--- src/rtl/alu_pkg.sv ---
// Shared encodings for the ALU arbiter: ALUControl codes, FSM states, requester ids.
package alu_pkg;

    localparam logic [2:0] ALU_ADD = 3'b000;
    localparam logic [2:0] ALU_SUB = 3'b001;
    localparam logic [2:0] ALU_AND = 3'b010;
    localparam logic [2:0] ALU_OR  = 3'b011;
    localparam logic [2:0] ALU_SLT = 3'b101;

    typedef enum logic {
        ST_IDLE = 1'b0,
        ST_HOLD = 1'b1
    } state_t;

    typedef enum logic {
        REQ_0 = 1'b0,
        REQ_1 = 1'b1
    } req_id_t;

    function automatic logic op_is_legal(input logic [2:0] op);
        logic legal;
        case (op)
            ALU_ADD, ALU_SUB, ALU_AND, ALU_OR, ALU_SLT: legal = 1'b1;
            default:                                   legal = 1'b0;
        endcase
        return legal;
    endfunction

endpackage

--- src/rtl/alu.sv ---
// Shared 32-bit combinational ALU; illegal control codes produce zero.
module alu
    import alu_pkg::*;
(
    input  logic [31:0] a,
    input  logic [31:0] b,
    input  logic [2:0]  ALUControl,
    output logic [31:0] y
);

    // Result select; add/sub wrap modulo 2^32, SLT compares signed operands
    always_comb begin
        y = 32'd0;
        case (ALUControl)
            ALU_ADD: y = a + b;
            ALU_SUB: y = a - b;
            ALU_AND: y = a & b;
            ALU_OR:  y = a | b;
            ALU_SLT: y = ($signed(a) < $signed(b)) ? 32'd1 : 32'd0;
            default: y = 32'd0;
        endcase
    end

endmodule

--- src/rtl/alu_arbiter.sv ---
// Two-requester arbiter in front of one shared ALU, one transaction in flight.
// Define ALU_ARB_FIXED_PRIO_EN to make requester 0 win every tie (default: round-robin).
module alu_arbiter
    import alu_pkg::*;
(
    input  logic        clk,
    input  logic        reset,
    input  logic        req0_valid,
    output logic        req0_ready,
    input  logic [31:0] req0_a,
    input  logic [31:0] req0_b,
    input  logic [2:0]  req0_op,
    output logic        rsp0_valid,
    input  logic        rsp0_ready,
    output logic [31:0] rsp0_y,
    output logic        rsp0_err,
    input  logic        req1_valid,
    output logic        req1_ready,
    input  logic [31:0] req1_a,
    input  logic [31:0] req1_b,
    input  logic [2:0]  req1_op,
    output logic        rsp1_valid,
    input  logic        rsp1_ready,
    output logic [31:0] rsp1_y,
    output logic        rsp1_err
);

    state_t      r_state;
`ifndef ALU_ARB_FIXED_PRIO_EN
    req_id_t     r_last;
`endif
    logic        r_rsp0_valid;
    logic [31:0] r_rsp0_y;
    logic        r_rsp0_err;
    logic        r_rsp1_valid;
    logic [31:0] r_rsp1_y;
    logic        r_rsp1_err;

    req_id_t     w_grant;
    logic        w_can_accept;
    logic        w_accept;
    logic        w_rsp_hs;
    logic [31:0] w_a;
    logic [31:0] w_b;
    logic [2:0]  w_op;
    logic [31:0] w_y;
    logic        w_err;

    // Grant selection; a tie goes to the requester not served last
    always_comb begin
        w_grant = REQ_0;
`ifdef ALU_ARB_FIXED_PRIO_EN
        if (req0_valid) begin
            w_grant = REQ_0;
        end else if (req1_valid) begin
            w_grant = REQ_1;
        end else begin
            w_grant = REQ_0;
        end
`else
        if (req0_valid && req1_valid) begin
            w_grant = (r_last == REQ_1) ? REQ_0 : REQ_1;
        end else if (req1_valid) begin
            w_grant = REQ_1;
        end else begin
            w_grant = REQ_0;
        end
`endif
    end

    // Ready only in IDLE, outside reset, and only towards the granted requester
    always_comb begin
        w_can_accept = (r_state == ST_IDLE) && !reset;
        req0_ready   = w_can_accept && req0_valid && (w_grant == REQ_0);
        req1_ready   = w_can_accept && req1_valid && (w_grant == REQ_1);
        w_accept     = req0_ready || req1_ready;
        w_rsp_hs     = (r_rsp0_valid && rsp0_ready) || (r_rsp1_valid && rsp1_ready);
    end

    // Operand mux feeding the single shared ALU
    always_comb begin
        if (w_grant == REQ_1) begin
            w_a  = req1_a;
            w_b  = req1_b;
            w_op = req1_op;
        end else begin
            w_a  = req0_a;
            w_b  = req0_b;
            w_op = req0_op;
        end
        w_err = !op_is_legal(w_op);
    end

    alu u_alu (
        .a          (w_a),
        .b          (w_b),
        .ALUControl (w_op),
        .y          (w_y)
    );

    // Transaction FSM; per-requester response registers stay zero for the non-owner
    always_ff @(posedge clk) begin
        if (reset) begin
            r_state      <= ST_IDLE;
`ifndef ALU_ARB_FIXED_PRIO_EN
            r_last       <= REQ_1;
`endif
            r_rsp0_valid <= 1'b0;
            r_rsp0_y     <= 32'd0;
            r_rsp0_err   <= 1'b0;
            r_rsp1_valid <= 1'b0;
            r_rsp1_y     <= 32'd0;
            r_rsp1_err   <= 1'b0;
        end else begin
            case (r_state)
                ST_IDLE: begin
                    if (w_accept) begin
                        r_state      <= ST_HOLD;
`ifndef ALU_ARB_FIXED_PRIO_EN
                        r_last       <= w_grant;
`endif
                        r_rsp0_valid <= (w_grant == REQ_0);
                        r_rsp0_y     <= (w_grant == REQ_0) ? w_y : 32'd0;
                        r_rsp0_err   <= (w_grant == REQ_0) && w_err;
                        r_rsp1_valid <= (w_grant == REQ_1);
                        r_rsp1_y     <= (w_grant == REQ_1) ? w_y : 32'd0;
                        r_rsp1_err   <= (w_grant == REQ_1) && w_err;
                    end else begin
                        r_state      <= ST_IDLE;
                    end
                end
                ST_HOLD: begin
                    // Handshake cycle never also accepts: that waits for IDLE
                    if (w_rsp_hs) begin
                        r_state      <= ST_IDLE;
                        r_rsp0_valid <= 1'b0;
                        r_rsp0_y     <= 32'd0;
                        r_rsp0_err   <= 1'b0;
                        r_rsp1_valid <= 1'b0;
                        r_rsp1_y     <= 32'd0;
                        r_rsp1_err   <= 1'b0;
                    end else begin
                        r_state      <= ST_HOLD;
                    end
                end
                default: begin
                    r_state      <= ST_IDLE;
                    r_rsp0_valid <= 1'b0;
                    r_rsp0_y     <= 32'd0;
                    r_rsp0_err   <= 1'b0;
                    r_rsp1_valid <= 1'b0;
                    r_rsp1_y     <= 32'd0;
                    r_rsp1_err   <= 1'b0;
                end
            endcase
        end
    end

    assign rsp0_valid = r_rsp0_valid;
    assign rsp0_y     = r_rsp0_y;
    assign rsp0_err   = r_rsp0_err;
    assign rsp1_valid = r_rsp1_valid;
    assign rsp1_y     = r_rsp1_y;
    assign rsp1_err   = r_rsp1_err;

endmodule

--- config.mk ---
export PLATFORM = sky130hd
export DESIGN_NAME = alu_arbiter
export DESIGN_NICKNAME = d
export VERILOG_FILES = /design/src/rtl/alu_pkg.sv /design/src/rtl/alu.sv /design/src/rtl/alu_arbiter.sv
export SDC_FILE = /design/constraint.sdc
export NUM_CORES = 1
export LEC_CHECK = 0
export BUFFER_PORTS_ARGS = -buffer_cell sky130_fd_sc_hd__buf_2
export CAP_MARGIN = 5
export CORE_MARGIN = 4
export CORE_UTILIZATION = 44
export DETAILED_ROUTE_END_ITERATION = 10
export GPL_TIMING_DRIVEN = 0
export HOLD_SLACK_MARGIN = 0.03
export PLACE_DENSITY = 0.71
export SYNTH_ARGS = -nofsm -noshare
export SYNTH_HDL_FRONTEND = slang
export SYNTH_SLANG_ARGS = --single-unit
--- constraint.sdc ---
create_clock -name clk -period 4.8 [get_ports clk]
set_input_delay 0.96 -clock clk [delete_from_list [all_inputs] [get_ports clk]]
set_output_delay 0.96 -clock clk [all_outputs]
set_load 0.005 [all_outputs]
==> results_dict.tcl, run 1 <==
set metrics [dict create \
    syn_avg_cell_area_um2 6.72 \
    min_period_ns 4.70 \
    tns_ns 0 \
    drt_first_pass_iters 6 \
    critPathMaxFanout 10 \
    skew_ns 0.00488 \
    synth_commonest_cells "293 x nand2_1, 111 x ha_1, 100 x nor2_1" \
    dp_slack_ns -1.51 \
    start_util 0.454 \
    slew_viol_final 0 \
    drc_errors 0 \
    htree_levels 3 \
    worst_slack_ns 0.104 \
    crit_type "in -> reg" \
    status "completed" \
    finalCritPeriodShare 0.978 \
    grt_usage 0.279 \
    fp-row-count 49 \
    placed_cells 1672 \
    insertion_delay_ns 0.33 \
    clk_pin_slew_ns 0.06 \
    p_clk_frac 0.236 \
    finalPower_mw 2.79 \
    rsz0062_at_grt "true" \
    grt.met1_usage 0.376 \
    wl_um 31300 \
    drv_cap 0 \
    die_w_um 145 \
    finalInstanceArea_mm2 0.0101 \
    cts_buffers 9 \
    grt_max_degree 13 \
    ys_seq_area_frac 0.169 \
    seq_power_share 0.228 \
    wl_per_cell_um 18.5 \
    place_area_mm2 0.00963 \
    antenna_found_initial 0 \
    synth_edf_count 0 \
    die_h_um 145 \
    cts_buffer_depth 2 \
    synthArstFlopShare 0 \
    overflow 0 \
    synth-compound-area-share 0.311 \
    met2_usage 0.464 \
    end_kind "flip-flop" \
    dp_hpwl_um 25500 \
    max_slew.worst_pin.slew_ns 1.02 \
    nNetsFinal 1711 \
    p_leak_nw 5.11 \
    swShare 0.446 \
    ir_drop_uv 163 \
    synth-xor-area-share 0.0116 \
    yosys_most_used_dff "dfxtp_1" \
    ys_types 83 \
    required_ns 5.02 \
    p_comb_frac 0.536 \
    synth_top_area_cell "dfxtp_1" \
    synth_top_family_by_area "compound AO/OA/AOI/OAI gates" \
    power_density_mw_per_mm2 275 \
    finalHoldViolCount 0 \
    top_usage_layer "met2" \
    syn_to_final_growth_pct 22.3 \
    synthAdderAreaFrac 0.172 \
    io_pins 210 \
    netlist.area_leader.share 0.169 \
    arrival_ns 4.91 \
    fmax_mhz 213 \
    ys_ff_latch 70 \
    p_int_mw 1.55 \
    yosys.area_share.simple 0.247 \
    netlist_area_mm2 0.00829 \
    seq_area_mm2 0.00140 \
    cts_tree "built" \
    diodes 0 \
    hold-worst-slack_ns 0.445 \
    syn-num-nets 1487 \
    relSlewSlack 0.317 \
    grt_pass1_wl_um 48300 \
    core_mm2 0.0183 \
    cpMaxStageDelayCell "or3_4" \
    viasPerCell 5.79 \
    yosysMostFrequentCell "nand2_1" \
    drtIter0Drc 930 \
    numPortBuffers 209 \
    max_stage_delay_ns 0.43 \
    syn_inst 1234 \
    synth.area.mux_share 0.00981 \
    hp-class "reg -> reg" \
    drive_above_1_share 0.206 \
    final_core_util 0.555 \
    cts_hold_buf 0 \
    clock-sinks 70 \
    vias 9804 \
    use_met3 0.0402 \
    finalSetupViolCount 0 \
    switching_power_mw 1.24 \
    yosys-top-cells-area "dfxtp_1 17%, ha_1 17%, nand2_1 13%" \
    path_cells "buf_2 -> a21boi_2 -> buf_4 -> buf_6 -> buf_2 -> nand2_1 -> nand2_1 -> ha_1 -> and2_4 -> a221o_1 -> a221oi_4 -> nor2_1 -> or3_4 -> nor2b_1 -> o41a_1 -> xnor2_2 -> a221o_1" \
    fillers 1878 \
    instances_no_fill 1692 \
    place.gp.congestion 0.992 \
    synth_warnings 0 \
    crit_path_start_kind "input pin" \
    drt.antenna.violating_nets 0 \
    grt_pass1_vias 8912 \
    cts_root_buf "clkbuf_16" \
    die-area_mm2 0.0211 \
    multi_input_comb_area_mm2 0.00639 \
]
-- registers in the layout (all words and copies together) (netlist names) --
signal      flops
r_last          1
r_state         1
rsp0_err        1
rsp0_valid      1
rsp0_y         32
rsp1_err        1
rsp1_valid      1
rsp1_y         32
-- power groups by stage --
| stage | Sequential (mW) | Clock [mW] | Combinational, mW |
|---|---|---|---|
| 2_1_floorplan | 0.646 | 0 | 0.947 |
| 3_5_place_dp | 0.647 | 0 | 1.40 |
| 3_3_place_gp | 0.645 | 0 | 1.38 |
| 5_1_grt | 0.639 | 0.679 | 1.63 |
| 6_report | 0.635 | 0.659 | 1.49 |
| 4_1_cts | 0.635 | 0.658 | 1.43 |
-- final timing paths --
check,start,end,slack (ns),depth (start not counted)
worst min-delay path,rsp1_y[16],rsp1_y[16],0.45,2
worst max register to register,r_last,rsp0_y[22],0.54,16
worst max-delay path,req1_valid,rsp0_y[22],0.10,17
worst min register to register,rsp1_y[16],rsp1_y[16],0.45,2
-- area by class of cell --
| class | instances | area share |
|---|---|---|
| Multi-Input combinational cell | 993 | 0.630 |
| Sequential cell | 70 | 0.138 |
| Timing Repair Buffer | 213 | 0.106 |
| Inverter | 99 | 0.0366 |
| Buffer | 72 | 0.0320 |
| Tap cell | 229 | 0.0283 |
| Clock buffer | 11 | 0.0229 |
| Clock inverter | 5 | 0.00580 |
-- layout by cell type (no fill, tap or decap), types with 8 or more instances in the layout --
cell type / n
clkbuf_16: 9
nand2b_1: 10
buf_2: 216
clkbuf_2: 9
nor2_1: 100
nor3_1: 18
a22o_1: 16
inv_1: 93
and2_1: 8
a21o_1: 20
a21oi_1: 82
o21bai_1: 9
dfxtp_1: 70
o21ai_1: 16
a211oi_1: 24
nor4_1: 8
nand2_1: 293
o21ai_0: 61
xnor2_1: 8
nand3_1: 15
nor2b_1: 8
o211ai_1: 9
a221o_1: 21
ha_1: 111
o22ai_1: 9
o21a_1: 9
clkbuf_1: 46
-- kinds of logic (layout without fill, tap and decap cells) --
kind of cell,count (synthesis),in the layout
AO/OA/AOI/OAI,373,373
buffers and inverters,171,400
AND/OR/NAND/NOR,488,488
flip-flops,70,70
XOR/XNOR,11,11
adder cells (fa/ha/maj),113,113
multiplexers,8,8
-- critical path, delay by kind of cell --
kind | cells | cell delay, ns
XOR/XNOR | 1 | 0.18
buffers and inverters | 4 | 0.74
AND/OR/NAND/NOR | 6 | 1.04
adder cells (fa/ha/maj) | 1 | 0.30
AO/OA/AOI/OAI | 5 | 1.66
-- what timing repair did --
action | 4_1_cts | 5_1_grt
buffers inserted | 0 | 4
pin swaps | 0 | 10
resized for setup | 35 | 29
endpoints found under the setup margin | 54 | 35
endpoints found under the hold margin | 0 | 0
-- layer usage --
metal	up-vias	routed length (µm)
li1	4734	-
met1	4547	13600
met2	468	14400
met3	55	2650
met4	0	757
met5	-	0
Power figures use the tool's default switching activity.
==> run 2: changes to the inputs <==
Settings changed: CORE_ASPECT_RATIO set to 1.25.
==> run 2 against run 1 <==
  * Worst hold slack lost 0.0020 ns
  * Sequential cell count unchanged
  * Global-route usage increased by 0.63 points
  * Via count increased by 0.40%
  * Clock power down 4.1%
  * Die area about the same
  * Critical path type unchanged
  * Largest cell class unchanged
==> results_dict.tcl, run 2 (synthesis results as in run 1) <==
set metrics [dict create \
    wl_um 31400 \
    overflow 0 \
    skew_ns 0.00282 \
    end_kind "flip-flop" \
    dp_hpwl_um 25400 \
    grt_pass1_vias 8990 \
    finalPower_mw 2.75 \
    numPortBuffers 209 \
    crit_path_start_kind "input pin" \
    path_buf_inv 3 \
    drt.antenna.violating_nets 0 \
    min_from "rsp0_y[20]" \
    max_slew.worst_pin.slew_ns 0.973 \
    drt_first_pass_iters 6 \
    hold-worst-slack_ns 0.443 \
    drtIter0Drc 971 \
    critPathMaxFanout 19 \
    place.gp.congestion 0.981 \
    drv_cap 0 \
    drive_above_1_share 0.205 \
    insertion_delay_ns 0.32 \
    wl_per_cell_um 18.6 \
    finalHoldViolCount 0 \
    grt_max_degree 11 \
    critPathTopFamily "compound AO/OA/AOI/OAI gates" \
    r2r_cells 16 \
    most-common-layout-cells "293 x nand2_1, 216 x buf_2, 111 x ha_1, 99 x nor2_1, 92 x inv_1" \
    cp-startpoint "req1_valid" \
    clock-sinks 70 \
    die-area_mm2 0.0211 \
    fmax_mhz 216 \
    nNetsFinal 1710 \
    slew_viol_final 0 \
    die_w_um 131 \
    clk_pin_slew_ns 0.05 \
    vias 9843 \
    worst_slack_ns 0.165 \
    drc_errors 0 \
    max_stage_delay_ns 0.44 \
    ir_drop_uv 156 \
    cts_root_buf "clkbuf_16" \
    required_ns 5.00 \
    grt_pass1_wl_um 47900 \
    hp-class "reg -> reg" \
    fp-row-count 55 \
    grt_usage 0.285 \
    finalSetupViolCount 0 \
    syn_to_final_growth_pct 22.1 \
    power_density_mw_per_mm2 272 \
    status "completed" \
    p_leak_nw 5.10 \
    dp_slack_ns -1.44 \
    htree_levels 3 \
    rsz0062_at_grt "false" \
    crit_type "in -> reg" \
    relSlewSlack 0.333 \
    path_cells "buf_2 -> a21boi_1 -> buf_6 -> clkbuf_4 -> nand2_1 -> nand2_1 -> ha_1 -> and2_4 -> a221o_1 -> a221oi_4 -> nor2_1 -> or3_4 -> nor2b_1 -> o41a_1 -> xnor2_1 -> a221o_1" \
    antenna_found_initial 0 \
    worstSetupPathDepth 16 \
    diodes 0 \
    hold_path_depth 2 \
    finalCritPeriodShare 0.966 \
    arrival_ns 4.84 \
    core_mm2 0.0183 \
    min_period_ns 4.63 \
    cts_buffer_depth 2 \
    start_util 0.453 \
    cts_buffers 9 \
    placed_cells 1671 \
    cpMaxStageDelayCell "or3_4" \
    die_h_um 161 \
    viasPerCell 5.83 \
    io_pins 210 \
    reg2reg_from "r_last" \
    fillers 1897 \
    instances_no_fill 1689 \
    final_common_cell "nand2_1" \
    cts_tree "built" \
    cts_hold_buf 0 \
]
==> run 2: worst min-delay path: cells and delay by family (launching register included) <==
kind | cells | cell delay [ns]
DFF | 1 | 0.30
and+or+nand+nor | 1 | 0.05
AOI/OAI and AO/OA | 1 | 0.05
==> run 2: repair_timing <==
item,in CTS,in global routing
resized for setup,33,31
gates cloned,0,0
endpoints found under the setup margin,54,40
pin swaps,2,7
setup buffers,1,3
==> run 2: final timing paths <==
path,end,slack (ns)
setup reg to reg,rsp0_y[22],0.61
setup / recovery,rsp0_y[22],0.17
hold / removal,rsp0_y[20],0.44
hold reg to reg,rsp0_y[20],0.44
==> run 2: area by class of cell <==
| type | count | area (µm²) | share of cell area |
|---|---|---|---|
| Inverter | 99 | 372 | 0.0367 |
| Multi-Input combinational cell | 993 | 6380 | 0.631 |
| Buffer | 71 | 320 | 0.0316 |
| Clock buffer | 14 | 254 | 0.0251 |
| Clock inverter | 1 | 30.0 | 0.00297 |
| Sequential cell | 70 | 1400 | 0.138 |
| Timing Repair Buffer | 213 | 1080 | 0.106 |
| Tap cell | 228 | 285 | 0.0282 |
==> run 2: power by group <==
group	total, mW	switching, mW	internal [mW]
sequential	0.634	0.0191	0.615
clock	0.632	0.219	0.414
combinational	1.49	0.964	0.524
total	2.75	1.20	1.55
==> run 2: through the flow <==
step	util	setup TNS, ns	cell area (µm²)
6_report	0.553	0	10100
2_1_floorplan	-	0	8290
3_3_place_gp	0.526	-41.74	9620
5_1_grt	0.553	0	10100
3_5_place_dp	0.526	-46.14	9620
4_1_cts	0.547	0	10000
==> run 2: per-layer routing <==
layer / global-route usage / share of wire / vias to the layer above
met3: 0.0265 / 0.075 / 78
met4: 0.0996 / 0.034 / 0
met2: 0.489 / 0.48 / 501
met1: 0.370 / 0.41 / 4511
met5: 0 / 0 / -
li1: - / - / 4753
==> run 3: changes to the inputs <==
Settings changed: CORE_UTILIZATION 44 to 45, PLACE_DENSITY 0.71 to 0.72.
==> run 3 against run 2 <==
  * Maximum frequency fell by 0.95%
  * Clock power decreased by 6.0%
  * Clock skew rose by 0.00070 ns
  * Wire length up 2.3%
  * Sequential power about the same
  * Core utilization rose by 0.91 points
  * Critical path depth rose by 1
  * First-iteration DRC count fell by 11%
  * Critical path type unchanged
  * Largest cell class unchanged
==> results_dict.tcl, run 3 (synthesis results as in run 1) <==
set metrics [dict create \
    place_area_mm2 0.00962 \
    viasPerCell 5.78 \
    start_util 0.458 \
    power_density_mw_per_mm2 270 \
    die_h_um 160 \
    nNetsFinal 1715 \
    finalCritPeriodShare 0.975 \
    reg2reg_from "r_last" \
    drive_above_1_share 0.209 \
    path_cells "buf_2 -> a21boi_2 -> buf_4 -> buf_8 -> clkbuf_4 -> nand2_1 -> nand2_1 -> ha_1 -> and2_4 -> a221o_1 -> a221oi_4 -> nor2_1 -> or3_4 -> nor2b_1 -> o41a_1 -> xnor2_1 -> a221o_1" \
    overflow 0 \
    numPortBuffers 209 \
    finalInstanceArea_mm2 0.0102 \
    required_ns 5.01 \
    drtIter0Drc 860 \
    clk_pin_slew_ns 0.05 \
    swShare 0.448 \
    wl_um 32100 \
    grt_pass1_wl_um 48600 \
    status "completed" \
    slew_viol_final 0 \
    insertion_delay_ns 0.33 \
    diodes 0 \
    ir_drop_uv 142 \
    finalHoldViolCount 0 \
    cts_buffers 9 \
    grt_usage 0.295 \
    drt_first_pass_iters 5 \
    htree_levels 3 \
    core_mm2 0.0181 \
    finalPower_mw 2.74 \
    antenna_found_initial 0 \
    most-common-layout-cells "292 x nand2_1, 215 x buf_2, 111 x ha_1, 100 x nor2_1, 93 x inv_1" \
    seq_power_share 0.231 \
    grt_pass1_vias 9159 \
    vias 9795 \
    drv_cap 0 \
    cpMaxStageDelayCell "or3_4" \
    worst_slack_ns 0.121 \
    cts_tree "built" \
    wl_per_cell_um 19.0 \
    end_kind "flip-flop" \
    r2r-end "rsp1_y[25]" \
    crit_path_start_kind "input pin" \
    final_common_cell "nand2_1" \
    p_clk_frac 0.217 \
    fmax_mhz 214 \
    switching_power_mw 1.23 \
    min_period_ns 4.68 \
    hp-class "reg -> reg" \
    drt.antenna.violating_nets 0 \
    die-area_mm2 0.0207 \
    hold-worst-slack_ns 0.446 \
    arrival_ns 4.89 \
    dp_hpwl_um 25800 \
    p_int_mw 1.51 \
    cts_buffer_depth 2 \
    cp-startpoint "req0_valid" \
    finalSetupViolCount 0 \
    fp-row-count 55 \
    ff2ff_setup_slack_ns 0.52 \
    max_slew.worst_pin.slew_ns 0.995 \
    die_w_um 129 \
    skew_ns 0.00352 \
    drc_errors 0 \
    syn_to_final_growth_pct 22.7 \
    r2r_cells 17 \
    place.gp.congestion 1.00 \
    max_stage_delay_ns 0.44 \
    relSlewSlack 0.331 \
    crit_type "in -> reg" \
    clock-sinks 70 \
    p_comb_frac 0.552 \
    crit_end "rsp0_y[22]" \
    p_leak_nw 5.13 \
    dp_slack_ns -1.48 \
    critPathMaxFanout 10 \
    grt_max_degree 12 \
    io_pins 210 \
    cts_root_buf "clkbuf_16" \
]
run 3: cell count changes in the layout (fill, tap and decap cells not counted), sizes merged:
cell and delta:
buf +4, bufinv -1, clkbuf -1, clkinv +3, clkinvlp +1
run 3: layout make-up:
type | instances | area, µm²
clock inverters | 4 | 22.5
well taps | 228 | 285
flip-flops and latches | 70 | 1400
repair buffers | 217 | 1110
fillers | 1873 | 7930
clock buffers | 12 | 246
plain buffers | 72 | 342
multi-input cells | 993 | 6400
inverters | 99 | 372
run 3: power groups by stage:
stage               Clock, mW  Combinational (mW)  Sequential, mW
floorplan                   0               0.947           0.646
global placement            0                1.39           0.645
detailed placement          0                1.40           0.645
CTS                     0.596                1.43           0.633
global route            0.625                1.65           0.637
finish                  0.594                1.51           0.634
run 3: how the worst min path moves through the flow:
stage / from / endpoint / slack, ns / cells past startpoint
2_1_floorplan: rsp0_y[13] / rsp0_y[13] / 0.45 / 2
3_3_place_gp: rsp0_y[8] / rsp0_y[8] / 0.43 / 2
3_5_place_dp: rsp1_y[10] / rsp1_y[10] / 0.44 / 2
4_1_cts: rsp0_y[13] / rsp0_y[13] / 0.45 / 2
5_1_grt: rsp1_y[13] / rsp1_y[13] / 0.47 / 2
6_report: rsp0_y[13] / rsp0_y[13] / 0.45 / 2
run 3: timing repair:
item	in CTS	in global routing
setup endpoints to repair	54	40
setup buffers	1	7
gates resized for setup	36	32
hold buffers	0	0
pin swaps	2	10
run 3: critical path, delay by kind of cell:
family                     cells  cell delay, ns
buffers and inverters          4            0.74
xor gates and xnor gates       1            0.19
and+or+nand+nor                6            1.07
adders and majority gates      1            0.30
AOI/OAI and AO/OA              5            1.63
run 3: metal layers:
layer | wire (µm) | global-route usage | share of wire
met2 | 15500 | 0.513 | 0.48
met5 | 0 | 0 | 0
met1 | 13200 | 0.373 | 0.41
met4 | 1030 | 0.105 | 0.032
met3 | 2330 | 0.0328 | 0.073
run 3: through the flow:
step | utilization | TNS, ns | instances
after floorplan | - | 0 | 1234
after global placement | 0.532 | -48.96 | 1671
after detailed placement | 0.532 | -50.28 | 1671
after CTS | 0.553 | 0 | 1688
after global routing | 0.562 | -0.0141 | 1695
final | 0.562 | 0 | 1695
